[config.mk]
export PLATFORM = sky130hd
export DESIGN_NAME = gpio_pad_seq
export DESIGN_NICKNAME = d
export VERILOG_FILES = /design/src/rtl/gpio_pad_seq.sv
export SDC_FILE = /design/constraint.sdc
export NUM_CORES = 1
export LEC_CHECK = 0
export CAP_MARGIN = 20
export CELL_PAD_IN_SITES_DETAIL_PLACEMENT = 2
export CELL_PAD_IN_SITES_GLOBAL_PLACEMENT = 2
export CORE_UTILIZATION = 23
export CTS_BUF_LIST = sky130_fd_sc_hd__clkbuf_2
export DETAILED_ROUTE_END_ITERATION = 8
export GPL_ROUTABILITY_DRIVEN = 0
export GPL_TIMING_DRIVEN = 1
export HOLD_SLACK_MARGIN = 0.06
export PLACE_DENSITY_LB_ADDON = 0.25
export SYNTH_ARGS = -nofsm -noshare
export SYNTH_HDL_FRONTEND = slang
export SYNTH_SLANG_ARGS = --single-unit
[constraint.sdc]
create_clock -name clk -period 2.6 [get_ports clk]
set_input_delay 0.39 -clock clk [delete_from_list [all_inputs] [get_ports clk]]
set_output_delay 0.39 -clock clk [all_outputs]
set_load 0.1 [all_outputs]
[src/rtl/gpio_pad_seq.sv]
// ---------------------------------------------------------------------------
// gpio_pad_seq
//
// Sequences GPIO direction changes onto pad cells one pad at a time. When the
// peripheral requests a new direction for a pad, that pad is first parked in
// a safe state (driver off, receiver off) for GUARD_CYCLES cycles. Only then
// is the new direction applied. Pending pads are served round-robin.
//
// Parameters
//   NUM_PADS      number of pads sequenced (1..32)
//   GUARD_CYCLES  safe-state dwell per direction change (>= 1)
//
// Ports
//   clk          single clock, rising edge
//   rst          synchronous active-high reset
//   gpio_dir_i   requested direction per pad (1 = output)
//   gpio_out_i   output data from the GPIO peripheral
//   gpio_pe_i    requested pull-enable per pad
//   pad_c_i      pad receiver outputs
//   pad_i_o      pad driver data
//   pad_ds_o     pad drive strength
//   pad_oen_o    pad output enable, active low
//   pad_ie_o     pad input enable
//   pad_pe_o     pad pull enable (gpio_pe_i delayed one cycle)
//   gpio_in_o    input data returned to the peripheral
//   busy_o       a direction change is in progress
//   done_o       one-cycle pulse when a direction change completes
//   cur_pad_o    index of the pad being sequenced (0 when idle)
// ---------------------------------------------------------------------------
module gpio_pad_seq #(
    parameter int NUM_PADS     = 11,
    parameter int GUARD_CYCLES = 4
) (
    input  logic                clk,
    input  logic                rst,
    input  logic [NUM_PADS-1:0] gpio_dir_i,
    input  logic [NUM_PADS-1:0] gpio_out_i,
    input  logic [NUM_PADS-1:0] gpio_pe_i,
    input  logic [NUM_PADS-1:0] pad_c_i,
    output logic [NUM_PADS-1:0] pad_i_o,
    output logic [NUM_PADS-1:0] pad_ds_o,
    output logic [NUM_PADS-1:0] pad_oen_o,
    output logic [NUM_PADS-1:0] pad_ie_o,
    output logic [NUM_PADS-1:0] pad_pe_o,
    output logic [NUM_PADS-1:0] gpio_in_o,
    output logic                busy_o,
    output logic                done_o,
    output logic [4:0]          cur_pad_o
);

    localparam int               CNT_W    = $clog2(GUARD_CYCLES + 1);
    localparam logic [4:0]       LAST_PAD = 5'(NUM_PADS - 1);
    localparam logic [CNT_W-1:0] CNT_LAST = CNT_W'(GUARD_CYCLES - 1);

    typedef enum logic [1:0] {
        ST_IDLE,
        ST_SAFE,
        ST_DONE
    } state_t;

    state_t              state_q, state_d;
    logic [NUM_PADS-1:0] dir_q;
    logic [NUM_PADS-1:0] pending;
    logic [4:0]          rr_q;
    logic [4:0]          sel_q;
    logic                tgt_q;
    logic [CNT_W-1:0]    cnt_q;
    logic                guard_done;

    // Arbiter results
    logic       found_hi, found_lo;
    logic [4:0] idx_hi, idx_lo;
    logic       tgt_hi, tgt_lo;
    logic       grant_vld;
    logic [4:0] grant_idx;
    logic       grant_tgt;

    assign pending    = gpio_dir_i ^ dir_q;
    assign guard_done = (cnt_q == CNT_LAST);

    // Round-robin arbiter: the lowest pending pad at or above rr_q wins;
    // if there is none, the search wraps around to the lowest pending pad
    // below rr_q.
    always_comb begin
        // NOTE: every variable gets a default before any conditional
        // assignment, so no path through the block leaves it unassigned
        // and no latch is inferred.
        found_hi = 1'b0;
        found_lo = 1'b0;
        idx_hi   = '0;
        idx_lo   = '0;
        tgt_hi   = 1'b0;
        tgt_lo   = 1'b0;
        for (int k = 0; k < NUM_PADS; k++) begin
            if (pending[k]) begin
                if (5'(k) >= rr_q) begin
                    if (!found_hi) begin
                        found_hi = 1'b1;
                        idx_hi   = 5'(k);
                        tgt_hi   = gpio_dir_i[k];
                    end
                end else if (!found_lo) begin
                    found_lo = 1'b1;
                    idx_lo   = 5'(k);
                    tgt_lo   = gpio_dir_i[k];
                end
            end
        end
        grant_vld = found_hi | found_lo;
        grant_idx = found_hi ? idx_hi : idx_lo;
        grant_tgt = found_hi ? tgt_hi : tgt_lo;
    end

    // FSM state register
    always_ff @(posedge clk) begin
        // NOTE: sequential state uses non-blocking assignments, so every
        // flop samples pre-edge values regardless of statement order.
        if (rst) begin
            state_q <= ST_IDLE;
        end else begin
            state_q <= state_d;
        end
    end

    // FSM next-state logic and the completion pulse
    always_comb begin
        state_d = state_q;
        done_o  = 1'b0;
        unique case (state_q)
            ST_IDLE: if (grant_vld) state_d = ST_SAFE;
            ST_SAFE: if (guard_done) state_d = ST_DONE;
            ST_DONE: begin
                done_o  = 1'b1;
                state_d = ST_IDLE;
            end
            default: state_d = ST_IDLE;
        endcase
    end

    // Datapath: grant latch, guard counter, applied direction, pointer.
    // tgt_q is captured at grant time. A request that changes during SAFE
    // is therefore not seen until the next arbitration.
    always_ff @(posedge clk) begin
        if (rst) begin
            // NOTE: dir_q is reset along with the rest of the state.
            // A pad must never come out of reset driving, and a reset
            // taken mid-SAFE must discard the pending target.
            dir_q    <= '0;
            rr_q     <= '0;
            sel_q    <= '0;
            tgt_q    <= 1'b0;
            cnt_q    <= '0;
            pad_pe_o <= '0;
        end else begin
            pad_pe_o <= gpio_pe_i;
            unique case (state_q)
                ST_IDLE: begin
                    if (grant_vld) begin
                        sel_q <= grant_idx;
                        tgt_q <= grant_tgt;
                        cnt_q <= '0;
                    end
                end
                ST_SAFE: begin
                    cnt_q <= cnt_q + CNT_W'(1);
                    if (guard_done) begin
                        for (int k = 0; k < NUM_PADS; k++) begin
                            if (5'(k) == sel_q) dir_q[k] <= tgt_q;
                        end
                    end
                end
                ST_DONE: begin
                    rr_q <= (sel_q == LAST_PAD) ? 5'd0 : sel_q + 5'd1;
                end
                default: ;
            endcase
        end
    end

    // Pad control. The pad in transition is parked with its driver and
    // receiver off. Every other pad follows its applied direction.
    always_comb begin
        pad_i_o   = '0;
        pad_ds_o  = '0;
        pad_oen_o = '1;
        pad_ie_o  = '1;
        for (int k = 0; k < NUM_PADS; k++) begin
            if (state_q == ST_SAFE && 5'(k) == sel_q) begin
                pad_oen_o[k] = 1'b1;
                pad_ie_o[k]  = 1'b0;
                pad_ds_o[k]  = 1'b0;
                pad_i_o[k]   = 1'b0;
            end else if (dir_q[k]) begin
                pad_oen_o[k] = 1'b0;
                pad_ie_o[k]  = 1'b0;
                pad_ds_o[k]  = 1'b1;
                pad_i_o[k]   = gpio_out_i[k];
            end
        end
    end

    assign gpio_in_o = pad_c_i & pad_ie_o;
    assign busy_o    = (state_q != ST_IDLE);
    assign cur_pad_o = busy_o ? sel_q : 5'd0;

endmodule

==> summary.txt <==
Place
  – Post-DP HPWL: 12400 um
  – Place WS: -143 ps
  – IO buf count: 117

Synth
  – Synth area leaders: dfxtp_1 26%, nand2_1 8.0%, nor2_1 6.4%
  – Post-synth cell types: 56
  – Most used DFF post-synth: dfxtp_1
  – Post-synth EDFFs: 0
  – Post-synth top area cell: dfxtp_1
  – Synth top cells by count: 62 x nand2_1, 49 x nor2_1, 37 x dfxtp_1
  – Avg Inst Size Synth: 6.79 um2
  – Register area share after synthesis: 0.256
  – Yosys warning count: 0
  – Post-Syn Nets: 474
  – Seq cells post-synth: 37
  – Mapped Cells: 426
  – Yosys top cell area share: 0.256
  – Top-count cell post-synth: nand2_1
  – Async SR Flop Fraction: 0
  – Mapped cell area: 0.00289 mm2

Floorplanning
  – Core area: 0.0121 mm2
  – Die width: 114 um
  – Io pins: 119
  – Die height: 114 um
  – FP Rows: 40
  – Initial Util: 0.239
  – Die Footprint: 0.0130 mm2

Final layout
  – Layout area overhead: 87.3%
  – Antenna cells: 0
  – Layout cell share with drive strength beyond 1: 0.358
  – # fillers: 1402
  – Layout Utilization: 0.447
  – Final nets: 654

Drt
  – Post-route DRC: 0
  – Avg Vias per Cell: 4.92
  – DR WL/cell: 19.3 um
  – Antenna viol nets, final: 0
  – Drt first-iter violations: 135
  – Final wirelength: 15000 um
  – Pre-Repair DR Iteration Count: 4
  – DR vias: 3808

Global route
  – First-pass GRT wire length: 23400 um
  – GRT Total Usage: 0.233
  – Gr busiest metal: met2
  – Vias in the first global route: 4371
  – Grt total ovfl: 0
  – GR Util met1: 0.261
  – Initial antenna violation count: 0
  – Pin count of the biggest net entering global routing: 16
  – Met3 Use GR: 0.0360
  – Met2 GRT Util: 0.457

Run status
  – Outcome: finished clean

Critical path
  – Crit path max fanout: 4
  – Data required, critical path: 2210 ps
  – Crit end category: primary output
  – Crit path launch type: register
  – WS Path Type: register to primary output
  – Worst path arrival time: 2120 ps

CTS
  – Hold buffer count at cts: 0
  – Clk sinks: 37
  – CTS Buffer Depth: 2
  – Root buffer cell: clkbuf_2
  – Clk Latency, worst-skew pair: 420 ps
  – CTS tree: done
  – CTS H-tree depth: 2
  – Reg clk slew, reported paths: 190 ps
  – Num CTS Buffers: 5

STA
  – Min Tclk post-route: 2510 ps
  – Slew @ Worst Pin: 542 ps
  – Fmax: 399 MHz
  – Unrepaired setup endpoints after global routing: true
  – Post-route setup slack: 90.7 ps
  – Endpoints failing setup: 0
  – Final hold slack: 501 ps
  – Period Utilization, post-route: 0.965
  – Slew Limit Fails: 0
  – Final setup TNS: 0 ps
  – Max transition margin: 0.638
  – Post-Route Skew: 24.4 ps
  – Hold Vio Cnt, Final: 0

Power and ir drop
  – VDD IR-drop max: 259 uV
  – Pwr dens: 270 mW/mm2
  – Power Total: 1460 uW
  – Leakage power: 0.00233 uW

Hold path
  – Worst Hold Class: register to register

Run
  – Max Cap Viol: 0
## metrics by stage
step,area [um2],std cells
after global placement,5280,763
after global routing,5420,774
after CTS,5310,770
final,5420,774
after detailed placement,5280,763
after floorplan,3020,426
## what timing repair did
item,4_1_cts,5_1_grt
pin swaps,0,5
resized for setup,1,23
setup endpoints to repair,2,20
gates cloned,0,1
buffers inserted,0,3
## report_power, final
| group | switching [uW] | internal (uW) |
|---|---|---|
| Sequential | 22.3 | 585 |
| Clock | 202 | 62.6 |
| Combinational | 361 | 228 |
| Total | 585 | 876 |
## cell families (layout without fill, tap and decap cells)
group,count (synthesis),in the layout,synth area share
buffers and inverters,43,223,0.0610
muxes,5,5,0.0173
xor gates and xnor gates,17,17,0.0515
and+or+nand+nor,226,226,0.389
other,1,1,0.00130
adders and majority gates,3,3,0.0121
AOI/OAI and AO/OA,94,94,0.212
DFF,37,37,0.256
## cell type report
type	instances	area, um2	area share
clock buffers	6	30.0	0.00554
clock inverters	1	3.75	0.000693
inverters	22	109	0.0201
multi-input cells	346	2140	0.395
flip-flops and latches	37	752	0.139
well taps	168	210	0.0388
repair buffers	194	2170	0.401
## metal layers
metal	wire length (um)	share of wire
met5	0	0
met4	197	0.013
met3	472	0.032
met2	8320	0.56
met1	5970	0.40
## final timing paths
path | from | to | slack (ps) | depth (start not counted)
setup / recovery | state_q[1] | gpio_in_o[3] | 90 | 6
hold / removal | cnt_q[1] | cnt_q[1] | 500 | 2
setup reg to reg | rr_q[1] | sel_q[1] | 130 | 10
hold reg to reg | cnt_q[1] | cnt_q[1] | 500 | 2
## cells in the final DEF, fill, tap and decap left out, types with 7 or more instances in the layout
master,instances
buf_12,48
nor2b_1,14
and2_2,11
nand2_2,7
o21ai_0,9
clkdlybuf4s50_1,45
a21oi_1,34
nor2_1,38
nand2b_1,9
nand3_1,21
and2_1,7
xor2_1,11
nand2_1,55
buf_4,100
clkinvlp_4,7
dfxtp_1,30
nor3_1,17
inv_1,15
and3_1,11
nor2_2,7
## sequential cells by signal, summed over array words and instances (netlist names)
name	count
tgt_q	1
pad_pe_o	11
cnt_q	3
sel_q	4
rr_q	5
dir_q	11
state_q	2
## worst max-delay path, cell delays in order, from the launching register on
cell	delay [ps]
dfxtp_2	370
nand2b_1	150
or3_1	410
nor2_1	290
nor2_2	100
and2_2	230
buf_12	170
Power figures use the tool's default switching activity.
